File: src/rtl/digit_scan_controller.sv
// Keypad digit entry buffer plus scan sequencer that time-shares one BCD-to-segment
// decoder across NUM_DIGITS positions, with a one-cycle blanking gap between slots.
module digit_scan_controller #(
    parameter int NUM_DIGITS = 4,
    parameter int SCAN_DIV   = 1000
) (
    input  logic                  clk,
    input  logic                  reset,
    input  logic                  in_valid,
    input  logic [3:0]            in_digit,
    output logic                  in_ready,
    input  logic                  clear,
    output logic [3:0]            dig_code,
    output logic                  dec_ready,
    output logic [NUM_DIGITS-1:0] dig_sel,
    output logic [3:0]            count,
    output logic                  reject
);

    localparam int              IW       = (NUM_DIGITS > 1) ? $clog2(NUM_DIGITS) : 1;
    localparam int              DW       = $clog2(SCAN_DIV);
    localparam logic [3:0]      FULL     = 4'(NUM_DIGITS);
    localparam logic [DW-1:0]   DIV_LAST = DW'(SCAN_DIV - 2);

    typedef enum logic [1:0] {IDLE, BLANK, SHOW} state_t;

    state_t                      state;
    logic [IW-1:0]               idx;
    logic [IW-1:0]               nxt_idx;
    logic [IW-1:0]               blank_idx;
    logic [DW-1:0]               div;
    logic [3:0]                  scan_cnt;
    logic                        wrap;
    logic                        xfer;
    logic                        take;
    logic                        bad;
    logic [NUM_DIGITS-1:0][3:0]  ent_q;
    logic [NUM_DIGITS-1:0][3:0]  ent_d;
    logic [NUM_DIGITS-1:0]       sel_idx;

    assign in_ready = (count < FULL) & ~clear;
    assign xfer     = in_valid & in_ready;
    assign take     = xfer & (in_digit <= 4'd9);
    assign bad      = xfer & (in_digit > 4'd9);

    // Per-position shift cell and select decode; newest digit enters at position 0.
    for (genvar i = 0; i < NUM_DIGITS; i++) begin : g_pos
        if (i == 0) begin : g_head
            assign ent_d[i] = clear ? 4'd0 : (take ? in_digit : ent_q[i]);
        end else begin : g_tail
            assign ent_d[i] = clear ? 4'd0 : (take ? ent_q[i-1] : ent_q[i]);
        end
        assign sel_idx[i] = (idx == IW'(i));
    end

    always_ff @(posedge clk or posedge reset) begin
        if (reset) ent_q <= '0;
        else       ent_q <= ent_d;
    end

    // scan_cnt is the rotation length latched at each wrap, so growth never
    // disturbs the rotation in progress.
    assign wrap      = (idx == IW'(scan_cnt - 4'd1));
    assign nxt_idx   = wrap ? '0 : idx + IW'(1);
    assign blank_idx = (state == SHOW) ? nxt_idx : '0;

    always_ff @(posedge clk or posedge reset) begin
        if (reset) begin
            state     <= IDLE;
            idx       <= '0;
            div       <= '0;
            scan_cnt  <= '0;
            count     <= '0;
            reject    <= 1'b0;
            dig_code  <= '0;
            dec_ready <= 1'b0;
            dig_sel   <= '0;
        end else begin
            reject <= bad;
            if (take) count <= count + 4'd1;

            if (clear) begin
                count     <= '0;
                state     <= IDLE;
                idx       <= '0;
                div       <= '0;
                dig_code  <= '0;
                dec_ready <= 1'b0;
                dig_sel   <= '0;
            end else begin
                case (state)
                    IDLE: begin
                        idx       <= '0;
                        div       <= '0;
                        dec_ready <= 1'b0;
                        dig_sel   <= '0;
                        dig_code  <= '0;
                        if (count != 4'd0) begin
                            state    <= BLANK;
                            scan_cnt <= count;
                            dig_code <= ent_d[blank_idx];
                        end
                    end
                    BLANK: begin
                        state     <= SHOW;
                        div       <= '0;
                        dec_ready <= 1'b1;
                        dig_sel   <= sel_idx;
                    end
                    SHOW: begin
                        // Code is latched on slot entry and held for the whole slot.
                        if (div == DIV_LAST) begin
                            state     <= BLANK;
                            div       <= '0;
                            idx       <= nxt_idx;
                            dec_ready <= 1'b0;
                            dig_sel   <= '0;
                            dig_code  <= ent_d[blank_idx];
                            if (wrap) scan_cnt <= count;
                        end else begin
                            div <= div + DW'(1);
                        end
                    end
                    default: state <= IDLE;
                endcase
            end
        end
    end

endmodule

File: config.mk
export PLATFORM = sky130hd
export DESIGN_NAME = digit_scan_controller
export DESIGN_NICKNAME = d
export VERILOG_FILES = /design/src/rtl/digit_scan_controller.sv
export SDC_FILE = /design/constraint.sdc
export NUM_CORES = 1
export LEC_CHECK = 0
export CAP_MARGIN = 30
export CORE_MARGIN = 10
export CORE_UTILIZATION = 35
export DETAILED_ROUTE_END_ITERATION = 16
export GPL_ROUTABILITY_DRIVEN = 0
export PLACE_DENSITY = 0.56
export SLEW_MARGIN = 5
export SYNTH_ARGS = -nofsm -noshare
export SYNTH_HDL_FRONTEND = slang
export SYNTH_SLANG_ARGS = --single-unit
export TNS_END_PERCENT = 30
File: constraint.sdc
create_clock -name clk -period 2.9 [get_ports clk]
set_input_delay 0.725 -clock clk [delete_from_list [all_inputs] [get_ports clk]]
set_output_delay 0.725 -clock clk [all_outputs]
set_load 0.01 [all_outputs]
==> results.yml <==
critical_path:
  worstPathMaxFanout: 5
  rrSetupSlack_ns: 0.74
  crit_arrival_ns: 2.02
  r2r_end: "dig_code[1]$_DFFE_PP0P_"
  crit_slowest_cell: "clkdlybuf4s50_1"
  crit_path_end_kind: "output pin"
  crit_top_cell: "clkdlybuf4s50_1"
  cp.required_ns: 2.17
  crit_start: "clear"
  startpoint_type: "primary input"
  critical_path.cell_chain: "clkdlybuf4s50_1 -> nor3_1 -> clkdlybuf4s50_1"
  rr_worst_depth: 6
  crit_type: "in2out"
  endpoint: "in_ready"
  cpPeakStageDelay_ns: 0.57
  worstReg2RegStart: "idx[1]$_DFFE_PP0P_"
route:
  post_drt_wl_per_cell_um: 14.9
  drtAntennaViolNets: 0
  drc: 0
  drt-initial-drc-count: 128
  num_vias: 1798
  drt_wl_total_mm: 5.28
  drt-pass1-iter-count: 4
  viasPerCell: 5.08
timing:
  worst_pin_slew_ns: 0.605
  finalSetupViolations: 0
  post-route-min-period_ns: 2.75
  fmax_ghz: 0.364
  fin_crit_sh: 0.947
  fin_tns_setup_ns: 0
  clock_skew_ns: 0.00578
  max_slew_margin: 0.597
  hold_viol: 0
  rsz0062_at_grt: "no"
  timing.hold.ws_ns: 0.495
  fin_ws_ns: 0.153
  maxSlewViolCount: 0
global_routing:
  grt_pass1_vias: 1769
  grt_antenna_before_repair: 0
  grt_pass1_wl_mm: 8.94
  grt_max_degree: 47
  grt.overflow.total: 0
  grtUsageTotal: 0.107
hold_path:
  worstHoldPathType: "reg2reg"
synthesis:
  yosys_warnings: 0
  yosysTopAreaCellShare: 0.490
  synth_nets: 262
  async_flop_share: 1.00
  seq_area_frac_synth: 0.490
  ys_top_cells_by_area: "dfrtp_1, nand2_1, ha_1"
  ys_types: 47
  avgSynthCellArea_um2: 9.55
  syn_area_um2: 2350
  synth_top_flop_cell: "dfrtp_1"
  synth_edf_count: 0
  synth_area_leader_cell: "dfrtp_1"
  ys_seq_elements: 46
  netlist_instances: 246
cells_and_area:
  mostFrequentLayoutCell: "dfrtp_1"
  drive_gt1_frac: 0.0903
  nets: 293
  final_util: 0.436
  layout_common_cells: "dfrtp_1, nand2_1, clkdlybuf4s50_1"
  area_delta_synth_final_pct: 19.1
  diodes: 0
placement:
  io_buffers: 22
  place_ws_ns: 0.00609
  dp_hpwl_mm: 3.88
clock_network:
  cts_root_buf: "clkbuf_8"
  cts_buffers: 5
  cts_hold_buf: 0
  cts_resized: 0
  clock_latency_ns: 0.29
  cts_tree: "yes"
  cts_max_path_buffers: 2
  cts_sinks: 46
  h-tree-depth: 2
  post_cts_buffers: 0
  clk_pin_slew_worst_paths_ns: 0.08
floorplanning:
  die-height_um: 102
  io_pins: 23
  coreArea_um2: 6420
  start_util: 0.366
  die-width_um: 102
  num_rows: 29
  dieArea_um2: 10400
job:
  drv_cap: 0
power:
  leakage_nw: 1.20
  p_per_area_nw_per_um2: 437
  ir_drop_v: 0.000229
outcome:
  status: "finished clean"
-- flip-flops by register name (all words and copies together) (netlist names) --
register,cells
ent_q,16
dig_code,4
count,4
reject,1
state,2
dec_ready,1
idx,2
div,10
dig_sel,4
scan_cnt,2
-- worst min-delay path by stage --
stage,start,endpoint,slack [ns],cells after the start
after floorplan,div[1]$_DFFE_PP0P_,div[1]$_DFFE_PP0P_,0.49,2
after global placement,dec_ready$_DFFE_PP0P_,dec_ready$_DFFE_PP0P_,0.48,2
after global routing,dig_sel[1]$_DFFE_PP0P_,dig_sel[1]$_DFFE_PP0P_,0.54,1
final,dec_ready$_DFFE_PP0P_,dec_ready$_DFFE_PP0P_,0.50,2
after detailed placement,dec_ready$_DFFE_PP0P_,dec_ready$_DFFE_PP0P_,0.48,2
after CTS,dec_ready$_DFFE_PP0P_,dec_ready$_DFFE_PP0P_,0.50,2
-- synthesized netlist by cell type (2+ instances only) --
| library cell | n |
|---|---|
| xnor2_1 | 4 |
| clkbuf_1 | 5 |
| o211ai_1 | 4 |
| nand3_1 | 8 |
| nor3_1 | 9 |
| mux2_2 | 2 |
| a32o_1 | 3 |
| nand2_1 | 45 |
| nand2b_1 | 2 |
| mux2i_1 | 4 |
| xor2_1 | 3 |
| and2_1 | 4 |
| o21ai_0 | 8 |
| nor2b_1 | 2 |
| or3_1 | 2 |
| dfrtp_1 | 46 |
| buf_1 | 2 |
| a32oi_1 | 3 |
| nor4_1 | 2 |
| nor2_1 | 20 |
| a21oi_1 | 19 |
| and3_1 | 3 |
| a22o_1 | 4 |
| inv_1 | 12 |
| ha_1 | 8 |
-- final cells by class --
class	instances	area [µm²]
Tap cell	77	96.3
Clock buffer	7	76.3
Timing Repair Buffer	33	315
Sequential cell	46	1150
Fill cell	622	3620
Multi-Input combinational cell	179	1110
Inverter	12	45.0
-- routing by layer --
| metal | track usage | up-vias | share of wire |
|---|---|---|---|
| met5 | 0 | - | 0 |
| met4 | 0.0347 | 0 | 0.0072 |
| met3 | 0.0304 | 2 | 0.035 |
| met2 | 0.163 | 22 | 0.47 |
| met1 | 0.145 | 859 | 0.49 |
| li1 | - | 915 | - |
-- through the flow --
| stage | power, mW | instance area, µm² | instances |
|---|---|---|---|
| global placement | 0.869 | 2720 | 347 |
| global route | 1.29 | 2800 | 354 |
| finish | 1.22 | 2800 | 354 |
| floorplan | 0.798 | 2350 | 246 |
| detailed placement | 0.870 | 2720 | 347 |
| CTS | 1.25 | 2800 | 354 |
-- cell families after synthesis --
logic type,Yosys count,synth area share
and+or+nand+nor,106,0.220
AOI/OAI and AO/OA,52,0.159
DFF,46,0.490
buffers and inverters,21,0.0357
adders and majority gates,8,0.0426
xor gates and xnor gates,7,0.0261
muxes,6,0.0266
-- report_power, final --
group          switching, mW  total, mW  internal [mW]  leakage, nW
sequential            0.0196      0.678          0.658        0.638
combinational         0.0999      0.176         0.0763        0.523
clock                  0.203      0.370          0.166       0.0383
total                  0.323       1.22          0.901         1.20
-- worst max-delay path, delay by kind of cell --
| kind | cells | cell delay [ns] |
|---|---|---|
| buf+inv | 2 | 1.10 |
| simple gates | 1 | 0.19 |
Note: power is estimated with default switching activity, not from simulation.
